## src/rtl/cache_pkg.sv

```systemverilog
// Shared definitions for the data-cache miss path: fill FSM states, the
// registered miss request and the line-offset width helper.
package cache_pkg;

  localparam int ADDR_W     = 32;
  localparam int DATA_W     = 32;
  localparam int WORD_BYTES = 4;
  localparam int LINE_WORDS = 4;
  localparam int LINE_W     = DATA_W * LINE_WORDS;

  function automatic int offset_width(input int words, input int bytes_per_word);
    return $clog2(words * bytes_per_word);
  endfunction

  localparam int OFF_W = offset_width(LINE_WORDS, WORD_BYTES);

  typedef enum logic [1:0] {
    IDLE,
    WRITEBACK,
    FILL,
    RESPOND
  } fill_state_t;

  typedef struct packed {
    logic [ADDR_W-1:0] addr;
    logic              evict_dirty;
    logic [ADDR_W-1:0] evict_addr;
    logic [LINE_W-1:0] evict_data;
  } miss_req_t;

endpackage

```

## src/rtl/cacheline_fill_unit_if.sv

```systemverilog
// Single-beat memory bus between the fill unit (master) and the memory side (slave).
interface cacheline_fill_unit_if
  import cache_pkg::*;
#(
  parameter int ADDRESS_WIDTH = ADDR_W,
  parameter int DATA_WIDTH    = DATA_W
);

  logic                     mem_req;
  logic                     mem_we;
  logic [ADDRESS_WIDTH-1:0] mem_addr;
  logic [DATA_WIDTH-1:0]    mem_wdata;
  logic                     mem_ack;
  logic [DATA_WIDTH-1:0]    mem_rdata;

  modport master (
    output mem_req, mem_we, mem_addr, mem_wdata,
    input  mem_ack, mem_rdata
  );

  modport slave (
    input  mem_req, mem_we, mem_addr, mem_wdata,
    output mem_ack, mem_rdata
  );

endinterface

```

## src/rtl/cacheline_fill_unit.sv

```systemverilog
// Cache miss handler: optional victim writeback, line fetch over a single-beat bus,
// one-cycle fill pulse. Define CACHELINE_FILL_CWF_EN for critical-word-first fetch.
module cacheline_fill_unit
  import cache_pkg::*;
#(
  parameter int ADDRESS_WIDTH         = ADDR_W,
  parameter int DATA_WIDTH            = DATA_W,
  parameter int ENTRY_SIZE_BYTES      = WORD_BYTES,
  parameter int ENTRIES_PER_CACHELINE = LINE_WORDS
) (
  input  logic                                        clk,
  input  logic                                        reset,
  input  logic                                        miss_valid,
  output logic                                        miss_ready,
  input  logic [ADDRESS_WIDTH-1:0]                    miss_addr,
  input  logic                                        evict_dirty,
  input  logic [ADDRESS_WIDTH-1:0]                    evict_addr,
  input  logic [DATA_WIDTH*ENTRIES_PER_CACHELINE-1:0] evict_data,
  cacheline_fill_unit_if.master                       mem,
  output logic                                        fill_valid,
  output logic [ADDRESS_WIDTH-1:0]                    fill_addr,
  output logic [DATA_WIDTH*ENTRIES_PER_CACHELINE-1:0] fill_data,
  output logic                                        crit_valid,
  output logic [DATA_WIDTH-1:0]                       crit_data
);

  localparam int OFF       = offset_width(ENTRIES_PER_CACHELINE, ENTRY_SIZE_BYTES);
  localparam int WORD_OFF  = $clog2(ENTRY_SIZE_BYTES);
  localparam int BEAT_W    = $clog2(ENTRIES_PER_CACHELINE);
  localparam int LINE_BITS = DATA_WIDTH * ENTRIES_PER_CACHELINE;
  localparam logic [ADDRESS_WIDTH-1:0] OFF_MASK = ADDRESS_WIDTH'((64'd1 << OFF) - 64'd1);

  fill_state_t           state;
  miss_req_t             req;
  logic [BEAT_W-1:0]     beat;
  logic [BEAT_W-1:0]     next_beat;
  logic [BEAT_W-1:0]     start_new;
  logic [BEAT_W-1:0]     start_cur;
  logic [LINE_BITS-1:0]  line_buf;
  logic [LINE_BITS-1:0]  line_next;

  function automatic logic [ADDRESS_WIDTH-1:0] line_base(input logic [ADDRESS_WIDTH-1:0] a);
    return a & ~OFF_MASK;
  endfunction

  function automatic logic [ADDRESS_WIDTH-1:0] beat_addr(input logic [ADDRESS_WIDTH-1:0] a,
                                                         input logic [BEAT_W-1:0]        b);
    return line_base(a) + (ADDRESS_WIDTH'(b) << WORD_OFF);
  endfunction

  // Fill starts at the requested word when critical-word-first is built in.
`ifdef CACHELINE_FILL_CWF_EN
  assign start_new = miss_addr[OFF-1:WORD_OFF];
  assign start_cur = req.addr[OFF-1:WORD_OFF];
`else
  assign start_new = '0;
  assign start_cur = '0;
`endif

  assign next_beat = beat + BEAT_W'(1);

  // NOTE: default to the held line first so every path assigns line_next and no latch is inferred.
  always_comb begin
    line_next = line_buf;
    line_next[beat*DATA_WIDTH +: DATA_WIDTH] = mem.mem_rdata;
  end

  // NOTE: request and line buffer are datapath storage with no reset; every bit is written before use.
  always_ff @(posedge clk) begin
    if (miss_valid && miss_ready) begin
      req <= '{addr: miss_addr, evict_dirty: evict_dirty,
               evict_addr: evict_addr, evict_data: evict_data};
    end
    if (state == FILL && mem.mem_ack) begin
      line_buf <= line_next;
    end
  end

  // NOTE: all state here updates with non-blocking assignments so reads see pre-edge values.
  always_ff @(posedge clk) begin
    if (reset) begin
      state         <= IDLE;
      beat          <= '0;
      miss_ready    <= 1'b1;
      mem.mem_req   <= 1'b0;
      mem.mem_we    <= 1'b0;
      mem.mem_addr  <= '0;
      mem.mem_wdata <= '0;
      fill_valid    <= 1'b0;
      fill_addr     <= '0;
      fill_data     <= '0;
    end else begin
      fill_valid <= 1'b0;
      case (state)
        IDLE: begin
          if (miss_valid && miss_ready) begin
            miss_ready  <= 1'b0;
            mem.mem_req <= 1'b1;
            if (evict_dirty) begin
              state         <= WRITEBACK;
              beat          <= '0;
              mem.mem_we    <= 1'b1;
              mem.mem_addr  <= line_base(evict_addr);
              mem.mem_wdata <= evict_data[DATA_WIDTH-1:0];
            end else begin
              state        <= FILL;
              beat         <= start_new;
              mem.mem_we   <= 1'b0;
              mem.mem_addr <= beat_addr(miss_addr, start_new);
            end
          end
        end
        WRITEBACK: begin
          if (mem.mem_ack) begin
            if (next_beat == '0) begin
              state        <= FILL;
              beat         <= start_cur;
              mem.mem_we   <= 1'b0;
              mem.mem_addr <= beat_addr(req.addr, start_cur);
            end else begin
              beat          <= next_beat;
              mem.mem_we    <= req.evict_dirty;
              mem.mem_addr  <= beat_addr(req.evict_addr, next_beat);
              mem.mem_wdata <= req.evict_data[next_beat*DATA_WIDTH +: DATA_WIDTH];
            end
          end
        end
        FILL: begin
          if (mem.mem_ack) begin
            if (next_beat == start_cur) begin
              state       <= RESPOND;
              mem.mem_req <= 1'b0;
              fill_valid  <= 1'b1;
              fill_addr   <= line_base(req.addr);
              fill_data   <= line_next;
            end else begin
              beat         <= next_beat;
              mem.mem_addr <= beat_addr(req.addr, next_beat);
            end
          end
        end
        RESPOND: begin
          state      <= IDLE;
          miss_ready <= 1'b1;
        end
        default: state <= IDLE;
      endcase
    end
  end

`ifdef CACHELINE_FILL_CWF_EN
  always_ff @(posedge clk) begin
    if (reset) begin
      crit_valid <= 1'b0;
      crit_data  <= '0;
    end else begin
      crit_valid <= 1'b0;
      // The fill visits each beat once, so beat == start marks the first ack.
      if (state == FILL && mem.mem_ack && beat == start_cur) begin
        crit_valid <= 1'b1;
        crit_data  <= mem.mem_rdata;
      end
    end
  end
`else
  assign crit_valid = 1'b0;
  assign crit_data  = '0;
`endif

endmodule

```

## src/flat_wrapper.sv

```systemverilog
// flat-port wrapper written by rule: the top's interface ports become plain ports
module cacheline_fill_unit_flat import cache_pkg::*;
#(
  parameter int ADDRESS_WIDTH         = ADDR_W,
  parameter int DATA_WIDTH            = DATA_W,
  parameter int ENTRY_SIZE_BYTES      = WORD_BYTES,
  parameter int ENTRIES_PER_CACHELINE = LINE_WORDS
)
  (clk, reset, miss_valid, miss_ready, miss_addr, evict_dirty, evict_addr, evict_data, fill_valid, fill_addr, fill_data, crit_valid, crit_data, mem_mem_req, mem_mem_we, mem_mem_addr, mem_mem_wdata, mem_mem_ack, mem_mem_rdata);
  cacheline_fill_unit_if #(.ADDRESS_WIDTH(ADDRESS_WIDTH), .DATA_WIDTH(DATA_WIDTH)) mem_i ();
  input  logic clk;
  input  logic reset;
  input  logic miss_valid;
  output logic miss_ready;
  input  logic [ADDRESS_WIDTH-1:0] miss_addr;
  input  logic evict_dirty;
  input  logic [ADDRESS_WIDTH-1:0] evict_addr;
  input  logic [DATA_WIDTH*ENTRIES_PER_CACHELINE-1:0] evict_data;
  output logic fill_valid;
  output logic [ADDRESS_WIDTH-1:0] fill_addr;
  output logic [DATA_WIDTH*ENTRIES_PER_CACHELINE-1:0] fill_data;
  output logic crit_valid;
  output logic [DATA_WIDTH-1:0] crit_data;
  output wire logic [$bits(mem_i.mem_req)-1:0] mem_mem_req;
  output wire logic [$bits(mem_i.mem_we)-1:0] mem_mem_we;
  output wire logic [$bits(mem_i.mem_addr)-1:0] mem_mem_addr;
  output wire logic [$bits(mem_i.mem_wdata)-1:0] mem_mem_wdata;
  input wire logic [$bits(mem_i.mem_ack)-1:0] mem_mem_ack;
  input wire logic [$bits(mem_i.mem_rdata)-1:0] mem_mem_rdata;
  assign mem_mem_req = mem_i.mem_req;
  assign mem_mem_we = mem_i.mem_we;
  assign mem_mem_addr = mem_i.mem_addr;
  assign mem_mem_wdata = mem_i.mem_wdata;
  assign mem_i.mem_ack = mem_mem_ack;
  assign mem_i.mem_rdata = mem_mem_rdata;
  cacheline_fill_unit #(.ADDRESS_WIDTH(ADDRESS_WIDTH), .DATA_WIDTH(DATA_WIDTH), .ENTRY_SIZE_BYTES(ENTRY_SIZE_BYTES), .ENTRIES_PER_CACHELINE(ENTRIES_PER_CACHELINE)) u_core (.clk(clk), .reset(reset), .miss_valid(miss_valid), .miss_ready(miss_ready), .miss_addr(miss_addr), .evict_dirty(evict_dirty), .evict_addr(evict_addr), .evict_data(evict_data), .mem(mem_i), .fill_valid(fill_valid), .fill_addr(fill_addr), .fill_data(fill_data), .crit_valid(crit_valid), .crit_data(crit_data));
endmodule
```

## config.mk

```make
export PLATFORM = sky130hd
export DESIGN_NAME = cacheline_fill_unit_flat
export DESIGN_NICKNAME = d
export VERILOG_FILES = /design/src/rtl/cache_pkg.sv /design/src/rtl/cacheline_fill_unit_if.sv /design/src/rtl/cacheline_fill_unit.sv /design/src/flat_wrapper.sv
export SDC_FILE = /design/constraint.sdc
export NUM_CORES = 1
export LEC_CHECK = 0
export BUFFER_PORTS_ARGS = -buffer_cell sky130_fd_sc_hd__buf_2
export CAP_MARGIN = 25
export CORE_UTILIZATION = 35
export DETAILED_ROUTE_END_ITERATION = 8
export GPL_TIMING_DRIVEN = 0
export PLACE_DENSITY_LB_ADDON = 0.3
export SYNTH_ARGS = -nofsm -noshare
export SYNTH_HDL_FRONTEND = slang
export SYNTH_SLANG_ARGS = --single-unit
export TNS_END_PERCENT = 10
```

## constraint.sdc

```tcl
create_clock -name clk -period 7 [get_ports clk]
set_clock_uncertainty 0.15 [all_clocks]
set_input_delay 1.4 -clock clk [delete_from_list [all_inputs] [get_ports clk]]
set_output_delay 1.4 -clock clk [all_outputs]
set_load 0.005 [all_outputs]
```

; After elaboration in Yosys (flattened, before gate mapping)
; Index checks and enable logic that the tools add are counted.
[classes]
addsub = 4
n_mux = 38
n_shift = 3
bitwise_logic = 2
n_eq_ne = 11
n_reduce_logical = 16
[ops]
columns = op, n
row1 = 32-bit 2-to-1 mux, 10
row2 = 128-bit bitwise mux, 1
row3 = 32-bit by 34-bit variable shift with 128-bit output (first input constant), 1
row4 = 128-bit by 8-bit indexed part select with 32-bit output, 1
row5 = 32-bit by 34-bit indexed part select with 128-bit output, 1
row6 = 32-bit one-hot mux with 3 select lines, 1
row7 = 32-bit by 4-bit adder with 32-bit output, 2
row8 = 32-bit one-hot mux with 2 select lines, 1
row9 = 7-bit negation with 34-bit output, 1
row10 = 2-bit 2-to-1 mux, 11
row11 = 5-bit AND reduction, 3
row12 = 2-bit inequality test (second input constant), 6
row13 = 1-bit 2-to-1 mux, 9
row14 = 2-bit one-hot mux with 4 select lines, 1
row15 = 1-bit one-hot mux with 2 select lines, 3
row16 = 2-bit one-hot mux with 3 select lines, 1
row17 = 3-bit AND reduction, 2
row18 = 2-bit nonzero test, 3
row19 = 2-bit equality test (second input constant), 2
row20 = 2-bit logical NOT, 2
row21 = 2-bit by 1-bit inequality test with 1-bit output (second input constant), 2
row22 = 4-bit AND reduction, 1
row23 = 3-bit nonzero test, 1
row24 = 3-bit OR reduction, 1
row25 = other kinds (5), 7
[word_totals]
output_inout_bits = 261
word_cells = 89
inputBits = 229
reg_bits = 549

; Logic depth before layout (Yosys ltp)
; Gate-level depths: netlist of run 1.
[logic_depth]
word_depth = 5
ltp_mapped = 11
depth_no_buf = 6

; Worst setup path after synthesis of run 1
; OpenSTA, ideal clock, no wires.
[synth_path]
kind = input-to-reg
startpoint = input miss_valid
endpoint = register u_core.mem.mem_req
setup_time_ns = 0.128
stages = 5
n_path_buf = 0
required_ns = 6.722
t_arrival_ns = 5.687
setup_slack_ns = 1.035
path_cell_list = nand2_1 > inv_1 > a21oi_1 > a22oi_1 > nor2_1
[synth_via]
elab_chain_cells = 3
[synth_rtl]
columns = element, line
row1 = start: declaration, flat_wrapper.sv:13  ; input logic miss_valid;
row2 = 1-bit logical AND, cacheline_fill_unit.sv:96  ; if (miss_valid && miss_ready) begin
row3 = 2-bit by 1-bit inequality test with 1-bit output (no line), -
row4 = 4-bit AND reduction (no line), -
row5 = end signal: assignment, cacheline_fill_unit.sv:85  ; mem.mem_req <= 1'b0;
row6 = end signal: assignment, cacheline_fill_unit.sv:98  ; mem.mem_req <= 1'b1;
row7 = end signal: assignment, cacheline_fill_unit.sv:132  ; mem.mem_req <= 1'b0;
row8 = end: declaration, cacheline_fill_unit_if.sv:17  ; output mem_req, mem_we, mem_addr, mem_wdata,
; No other way between the ends.
; A chain may end at the register's enable or synchronous reset.

; Worst setup path in the final report of run 1
[layout_path]
startpoint = register u_core.beat[0]
endpoint = register u_core.mem.mem_wdata[25]
[layout_via]
elab_chain_cells = 5
elab_cells_between_ends = 8
cone_classes = add/sub (1) / eq/ne (1) / shift (1) / mux (3) / reduce/logical (2)
[layout_rtl]
columns = element, line
row1 = start: declaration, cacheline_fill_unit.sv:35  ; logic [BEAT_W-1:0] beat;
row2 = start signal: assignment, cacheline_fill_unit.sv:107  ; beat <= start_new;
row3 = start signal: assignment, cacheline_fill_unit.sv:117  ; beat <= start_cur;
row4 = start signal: assignment, cacheline_fill_unit.sv:121  ; beat <= next_beat;
row5 = 2-bit by 1-bit adder with 2-bit output *, cacheline_fill_unit.sv:60  ; assign next_beat = beat + BEAT_W'(1);
row6 = 128-bit by 8-bit indexed part select with 32-bit output, cacheline_fill_unit.sv:124  ; mem.mem_wdata <= req.evict_data[next_beat*DATA_WIDTH +: DATA_WIDTH];
row7 = 32-bit 2-to-1 mux, cacheline_fill_unit.sv:115  ; if (next_beat == '0) begin
row8 = 32-bit 2-to-1 mux, cacheline_fill_unit.sv:114  ; if (mem.mem_ack) begin
row9 = 32-bit one-hot mux with 2 select lines, cacheline_fill_unit.sv:94  ; case (state)
row10 = end signal: assignment, cacheline_fill_unit.sv:104  ; mem.mem_wdata <= evict_data[DATA_WIDTH-1:0];
row11 = end signal: assignment, cacheline_fill_unit.sv:124
row12 = end: declaration, cacheline_fill_unit_if.sv:17
; Mark *: on every way between the ends. The rest lies on a longest branch, timed or not. The select of a mux whose other input is x is not followed.

==> results of run 1 <==
[power by group through the flow]
stage | Sequential, mW | Clock [mW] | Combinational (mW)
6_report | 3.80 | 3.10 | 2.29
2_1_floorplan | 3.86 | 0 | 1.41
5_1_grt | 3.83 | 3.27 | 2.49
3_3_place_gp | 3.89 | 0 | 2.23
3_5_place_dp | 3.85 | 0 | 2.28
4_1_cts | 3.80 | 3.16 | 2.29
[cell type report]
type                       count  area (um2)  share of cell area [%]
antenna                        8        20.0                  0.0785
buffer                       173         918                    3.60
clock buffer                  77        1610                    6.33
clock inverter                26         332                    1.30
inverter                       9        41.3                   0.162
multi-input combinational    944        6430                    25.2
sequential                   505       12900                    50.7
tap                          756         946                    3.71
timing repair buffer         444        2270                    8.92
[registers in the layout (all words and copies together) (netlist names)]
name                  flops
u_core.req              185
u_core.fill_data        128
u_core.line_buf          96
u_core.mem.mem_wdata     32
u_core.mem.mem_addr      29
u_core.fill_addr         28
u_core.state              2
u_core.beat               1
u_core.fill_valid         1
u_core.mem.mem_req        1
u_core.mem.mem_we         1
u_core.miss_ready         1
[Yosys cell counts (all sizes together), types with 2 or more instances]
library cell / count
edfxtp: 281
dfxtp: 224
nor2: 200
a22o: 124
nand2: 101
buf: 98
clkbuf: 75
a21oi: 67
a211oi: 62
o21a: 60
mux2i: 34
nor2b: 33
nor3: 33
a221oi: 32
mux4: 32
a22oi: 31
a41oi: 28
o21bai: 28
ha: 12
inv: 9
a41o: 4
nand2b: 4
nand3: 2
o211ai: 2
o21ai: 2
[through the flow]
stage                     instance area, um2  TNS, ns  util (%)
after CTS                              25500        0      45.0
after floorplan                        20300        0         -
after detailed placement               23500        0      41.5
after global routing                   25500        0      45.0
final                                  25500        0      45.0
after global placement                 23500   -98.39      41.4
[per-layer routing]
metal / GRT usage (%) / vias up / share of wire (%)
met3: 5.64 / 110 / 8.7
li1: - / 7026 / -
met2: 35.2 / 668 / 48
met1: 26.4 / 7627 / 41
met5: 0 / - / 0.12
met4: 7.33 / 12 / 2.7
[worst max-delay path by stage]
stage                                          end  slack [ns]  cells after the start
final                     u_core.mem.mem_wdata[25]        3.49                      9
after global routing      u_core.mem.mem_wdata[25]        3.32                      9
after CTS                 u_core.mem.mem_wdata[25]        3.42                      9
after detailed placement      u_core.fill_data[28]        3.06                      4
after global placement          u_core.mem.mem_req       -0.75                      6
after floorplan                 u_core.mem.mem_req        1.04                      5
[cells by family after synthesis]
kind of cell | count (synthesis)
flops | 505
compound gates | 444
other cells | 1
fa+ha+maj | 12
simple gates | 382
mux | 67
buf+inv | 182
[worst reg2reg max path, stage by stage (launching register included)]
cell and delay [ns]:
dfxtp_1 0.46, buf_4 0.34, buf_4 0.33, inv_1 0.13
ha_1 0.29, buf_4 0.22, clkbuf_1 0.69, mux4_2 0.44
mux2i_1 0.21, a211oi_1 0.11
[layout by cell type, fill, tap and decap left out, types with 4 or more instances in the layout]
cell type and instances:
nand2_1 101, a41oi_1 28, nand2b_1 4, a41o_1 4
nor2b_1 33, nor2_1 199, a22o_1 124, buf_2 476
edfxtp_1 281, dfxtp_1 224, ha_1 12, o21bai_1 28
diode_2 8, nor3_1 32, a221oi_1 32, conb_1 39
clkinv_1 6, bufinv_16 8, a211oi_1 62, a21oi_1 67
inv_1 7, clkbuf_8 9, clkbuf_16 58, mux4_2 32
clkbuf_1 85, o21a_1 60, buf_1 11, clkinv_2 9
buf_4 44, mux2i_1 34, a22oi_1 30, buf_6 9
==> reports/metrics.yaml, run 1 <==
cp_slowest_cell: "clkbuf_1"
critPathLaunchType: "register"
critPathArrivalTime_ns: 3.82
drtIter0Drc: 1089
r2r-end: "u_core.mem.mem_wdata[25]"
synthXorXnorAreaFrac_pct: 0
first_pass_iters: 5
hold_class: "register to register"
track_usage_pct: 21.1
synth_simple_gate_area_share_pct: 8.16
syn2layout_area_growth_pct: 26.5
grt_overflow_total: 0
drv_cap: 0
synth-edff-count: 281
yosys_warnings: 0
synth_cell_types: 48
vdd_drop_max_uv: 241
grt_pass1_wl_mm: 94.7
synth_seq_cells: 505
cts-buffers-inserted: 55
ctsResizeCount: 0
ctsHoldBuffers: 0
grt_antenna_before_repair: 14
final_cells: 2942
r2r_setup_slack_ns: 3.49
drv_slew: 0
p_seq_share_pct: 41.3
crit_path_frequent_cell: "buf_4"
netlist_instances: 1593
cp_cell_sequence: "buf_4, buf_4, inv_1, ha_1, buf_4, clkbuf_1, mux4_2, mux2i_1, a211oi_1"
fin_ws_ns: 3.49
synth_top_area_share_pct: 41.9
clkLatencyLatePin_ns: 0.60
io_pins: 490
r2r-start: "u_core.beat[0]"
status: "complete, no violations"
root_buffer: "clkbuf_16"
p_sw_share_pct: 30.5
vias_per_cell: 5.25
critPathKind: "register to register"
clkTransAtPathRegs_ns: 0.06
synth_top_family_by_area: "compound AO/OA/AOI/OAI gates"
cts_sinks: 505
synth-compound-area-share_pct: 16.9
finalHoldViolCount: 0
cts_max_level: 2
slew_headroom_pct: 41.3
internal-power_mw: 6.38
io_buffers: 441
wire_per_inst_um: 21.8
die_x_um: 242
vias: 15400
die_area_um2: 58600
power.total_mw: 9.19
grt_max_degree: 139
cp_max_fo: 10
place.gp.congestion: 0.870
cp-end-kind: "register"
place_ws_ns: 3.06
drive_gt1_share_pct: 30.3
path_buf_inv: 5
cts_tree: "yes"
row_count: 87
yosys-mux-area-fraction_pct: 5.32
switchingPower_mw: 2.81
leakage_nw: 10.2
async_flop_share_pct: 0
crit_family: "buffers and inverters"
comb_power_share_pct: 24.9
fillCellCount: 5289
rr_worst_depth: 9
coreArea_um2: 56600
drtAntennaViolNets: 0
whs_ns: 0.306
cpPeakStageDelay_ns: 0.69
rsz0062_at_grt: "false"
avgSynthCellArea_um2: 12.7
wirelength_mm: 64.1
setup_viol: 0
pwr-share-clk_pct: 33.8
min-delay-start: "u_core.fill_addr[20]"
final.min_clock_period_ns: 3.51
yosys.area.top_type: "edfxtp_1"
cts.path.max_buffers: 3
p_per_area_nw_per_um2: 360
post_cts_buffers: 0
detailed_place_hpwl_mm: 46.4
cp.required_ns: 7.31
grt_pass1_vias: 15400
startpoint: "u_core.beat[0]"
die-height_um: 242
hold_path_end: "u_core.fill_addr[20]"
worstHoldPathCells: 2
remaining_drc_errors: 0
place_inst: 2830
seq_area_frac_synth_pct: 64.1
netlist_area_um2: 20200
fin_crit_sh_pct: 50.2
ys.flop_type: "edfxtp_1"
worst_slew_pin_slew_ns: 0.881
fin_nets: 2373
fmax_mhz: 285
initial_core_util_pct: 35.6
synth_fa_ha_area_share_pct: 0.745
ys_top_cells_by_area: "edfxtp_1 (42%), dfxtp_1 (22%), a22o_1 (5.4%)"
No activity file was read; power rests on OpenSTA's default activity.
==> inputs of run 2 (changes only) <==
- clock period: 7 -> 3.1 ns (I/O delays scaled with it)
==> reports/metrics.yaml, run 2 (same netlist as run 1, synthesis figures left out) <==
status: "complete, no violations"
final.min_clock_period_ns: 2.87
drv_slew: 0
coreArea_um2: 56600
regArea_um2: 12900
vias_per_cell: 5.16
grt_pass1_vias: 15200
syn2layout_area_growth_pct: 26.6
switchingPower_mw: 6.41
cts_tree: "yes"
row_count: 87
cts_sinks: 505
cts_max_level: 2
cpPeakStageDelay_ns: 0.40
cp_slowest_cell: "dfxtp_2"
critPathLaunchType: "register"
wire_per_inst_um: 21.7
cp_cell_sequence: "buf_6, buf_6, inv_1, ha_1, buf_4, nand2b_1, nor4_4, buf_4, buf_2, a22o_1, o21a_1"
clkTransAtPathRegs_ns: 0.06
worst_slew_pin_slew_ns: 0.799
tns_ns: 0
die_area_um2: 58600
cp.required_ns: 3.49
drv_cap: 0
slew_headroom_pct: 46.7
place.gp.congestion: 0.887
vias: 15200
whs_ns: 0.0332
internal-power_mw: 14.1
clkLatencyLatePin_ns: 0.61
power.total_mw: 20.5
die_x_um: 242
io_pins: 490
cp-end-kind: "register"
critPathArrivalTime_ns: 3.26
io_buffers: 441
detailed_place_hpwl_mm: 46.7
track_usage_pct: 21.2
p_sw_share_pct: 31.2
cts-buffers-inserted: 55
setup_viol: 0
grt_max_degree: 54
top_register: "u_core.req"
root_buffer: "clkbuf_16"
ctsHoldBuffers: 0
finalHoldViolCount: 0
hold_class: "input port to register"
fin_crit_sh_pct: 92.4
drive_gt1_share_pct: 30.8
multiInputGateArea_um2: 6440
initial_core_util_pct: 35.6
critPathKind: "register to register"
top_regs: "u_core.req x185, u_core.fill_data x128, u_core.line_buf x96"
cts.path.max_buffers: 3
p_seq_share_pct: 41.7
vdd_drop_max_uv: 615
remaining_drc_errors: 0
cp_max_fo: 10
largest_reg_flops: 185
fin_nets: 2382
pwr-share-clk_pct: 32.5
dpl-instance-area_um2: 23600
drtAntennaViolNets: 0
layout_commonest_cell: "buf_2"
comb_power_share_pct: 25.8
die-height_um: 242
leakage_nw: 10.2
grt_antenna_before_repair: 14
wirelength_mm: 64.0
grt_pass1_wl_mm: 94.8
mostFrequentLayoutCells: "buf_2 (475), edfxtp_1 (281), dfxtp_1 (223), nor2_1 (199), a22o_1 (124)"
p_per_area_nw_per_um2: 804
first_pass_iters: 5
grt_overflow_total: 0
rsz0062_at_grt: "false"
fmax_mhz: 349
fillCellCount: 5262
drtIter0Drc: 895
fin_area_um2: 25500
## run 2: cell type report
cell class / instances / area share (%)
timing repair buffer: 453 / 9.40
antenna: 5 / 0.0490
sequential: 505 / 50.6
clock buffer: 76 / 6.02
clock inverter: 26 / 1.11
buffer: 173 / 3.66
tap: 756 / 3.71
inverter: 9 / 0.147
multi-input combinational: 944 / 25.3
## run 2: metrics by stage
stage	setup slack (ns)	instances	util, %
4_1_cts	0.00315	2940	45.0
3_3_place_gp	-2.42	2828	41.5
3_5_place_dp	-0.442	2835	41.7
6_report	0.235	2947	45.1
2_1_floorplan	-0.872	1631	-
5_1_grt	0.0223	2942	45.1
## run 2: repair_timing
item | 4_1_cts | 5_1_grt
endpoints found under the setup margin | 163 | 57
resized for setup | 6 | 1
pin swaps | 1 | 1
buffers inserted | 3 | 2
## run 2: worst paths after layout
check	start	endpoint	slack [ns]	cells past startpoint
setup / recovery	u_core.beat[0]	u_core.fill_data[93]	0.23	11
hold / removal	evict_data[106]	u_core.req[106]	0.03	1
setup reg to reg	u_core.beat[0]	u_core.fill_data[93]	0.23	11
hold reg to reg	u_core.fill_addr[21]	u_core.fill_addr[21]	0.31	2
## run 2: power groups by stage
stage          logic [mW]  clock network (mW)  registers, mW
2_1_floorplan        3.20                   0           8.69
3_3_place_gp         5.08                   0           8.75
3_5_place_dp         5.25                   0           8.69
4_1_cts              5.34                6.79           8.56
5_1_grt              5.78                7.06           8.65
6_report             5.29                6.67           8.57
## run 2: critical path, delay by kind of cell (launching register included)
family / cells / cell delay [ns]
adder cells (fa/ha/maj): 1 / 0.28
AO/OA/AOI/OAI: 2 / 0.33
AND/OR/NAND/NOR: 2 / 0.42
flip-flops: 1 / 0.40
buffers and inverters: 6 / 1.21
## run 2: routing by layer
| metal | global-route usage, % | vias up | share of wire [%] |
|---|---|---|---|
| met5 | 0 | - | 0.23 |
| met4 | 6.53 | 22 | 2.5 |
| met3 | 6.46 | 114 | 9.2 |
| met2 | 35.0 | 615 | 47 |
| met1 | 26.6 | 7414 | 41 |
| li1 | - | 7029 | - |
==> inputs of run 3 (changes only) <==
- RECOVER_POWER: not set -> 50
==> reports/metrics.yaml, run 3 (same netlist as run 1, synthesis figures left out) <==
status: "complete, no violations"
worst_slew_pin_slew_ns: 1.37
io_buffers: 441
detailed_place_hpwl_mm: 46.7
cp-end-kind: "register"
wirelength_mm: 64.1
vias_per_cell: 5.15
grt_pass1_wl_mm: 94.8
die-height_um: 242
vias: 15200
row_count: 87
critPathLaunchType: "register"
hold_class: "input port to register"
die_x_um: 242
remaining_drc_errors: 0
ctsHoldBuffers: 0
grt_antenna_before_repair: 13
clkLatencyLatePin_ns: 0.61
wire_per_inst_um: 21.8
cts_sinks: 505
critPathArrivalTime_ns: 3.27
drtIter0Drc: 855
coreArea_um2: 56600
top_register: "u_core.req"
vdd_drop_max_uv: 615
top_regs: "u_core.req x185, u_core.fill_data x128, u_core.line_buf x96"
die_area_um2: 58600
root_buffer: "clkbuf_16"
finalHoldViolCount: 0
grt_overflow_total: 0
fin_nets: 2382
drv_cap: 0
drv_slew: 0
fmax_mhz: 348
cts-buffers-inserted: 55
layout_commonest_cell: "clkbuf_1"
largest_reg_flops: 185
initial_core_util_pct: 35.6
cp_max_fo: 10
io_pins: 490
place_ws_ns: -0.442
grt_pass1_vias: 15200
cts_tree: "yes"
critPathKind: "register to register"
place.gp.congestion: 0.887
grt_max_degree: 54
final.min_clock_period_ns: 2.88
slew_headroom_pct: 8.81
drive_gt1_share_pct: 21.0
syn2layout_area_growth_pct: 25.2
fin_crit_sh_pct: 92.8
whs_ns: 0.0345
setup_viol: 0
clkTransAtPathRegs_ns: 0.06
p_per_area_nw_per_um2: 809
leakage_nw: 9.39
first_pass_iters: 5
drtAntennaViolNets: 0
cts.path.max_buffers: 3
cts_max_level: 2
fin_ws_ns: 0.223
rsz0062_at_grt: "false"
cp.required_ns: 3.50
track_usage_pct: 21.2
mostFrequentLayoutCells: "clkbuf_1 (302), edfxtp_1 (281), buf_2 (260), dfxtp_1 (223), nor2_1 (199)"
[run 3: cell count changes in the layout (fill, tap and decap cells not counted)]
cell      change
and2_4        -1
clkbuf_1    +215
and2_2        +1
buf_2       -215
diode_2       -1
[run 3: worst paths after layout]
| kind | startpoint | endpoint | slack (ns) | cells past startpoint |
|---|---|---|---|---|
| worst max-delay path | u_core.beat[0] | u_core.fill_data[87] | 0.22 | 11 |
| worst min-delay path | evict_data[106] | u_core.req[106] | 0.03 | 1 |
| worst max register to register | u_core.beat[0] | u_core.fill_data[87] | 0.22 | 11 |
| worst min register to register | u_core.fill_addr[21] | u_core.fill_addr[21] | 0.31 | 2 |
[run 3: cell type report]
type	instances	area, um2
antenna	4	10.0
clock buffer	76	1540
multi-input combinational	944	6440
sequential	505	12900
timing repair buffer	453	2130
fill	5364	31400
inverter	9	37.5
buffer	173	932
clock inverter	26	283
tap	756	946
[run 3: timing repair]
action / CTS / global route
pin swaps: 1 / 1
gates resized for setup: 6 / 1
setup buffers: 3 / 2
endpoints found under the setup margin: 163 / 57
cloned: 0 / 0
[run 3: per-layer routing]
layer / GRT usage [%] / vias up / routed length, um
met5: 0 / - / 138
li1: - / 7030 / -
met3: 6.46 / 115 / 5660
met4: 6.53 / 22 / 1690
met1: 26.6 / 7420 / 26300
met2: 35.0 / 592 / 30300
[run 3: worst max-delay path: stages (launching register included)]
cell and delay [ns]:
dfxtp_2 0.40, buf_6 0.24, buf_6 0.22, inv_1 0.11, ha_1 0.28, buf_4 0.21, nand2b_1 0.13, nor4_4 0.30
buf_4 0.19, buf_2 0.24, a22o_1 0.21, o21a_1 0.13
[run 3: where the power goes]
| part | total [mW] | switching (mW) | internal [mW] |
|---|---|---|---|
| Sequential | 8.58 | 0.422 | 8.16 |
| Clock | 6.66 | 2.77 | 3.89 |
| Combinational | 5.18 | 3.21 | 1.97 |
[run 3: per-stage QoR]
step	TNS (ns)	power, mW	area (um2)	util, %	instances
6_report	0	20.4	25200	44.6	2946
5_1_grt	0	21.4	25200	44.6	2942
4_1_cts	0	20.7	25500	45.0	2940
3_5_place_dp	-18.38	13.9	23600	41.7	2835
3_3_place_gp	-659.31	13.8	23500	41.5	2828
2_1_floorplan	-217.82	11.9	20300	-	1631
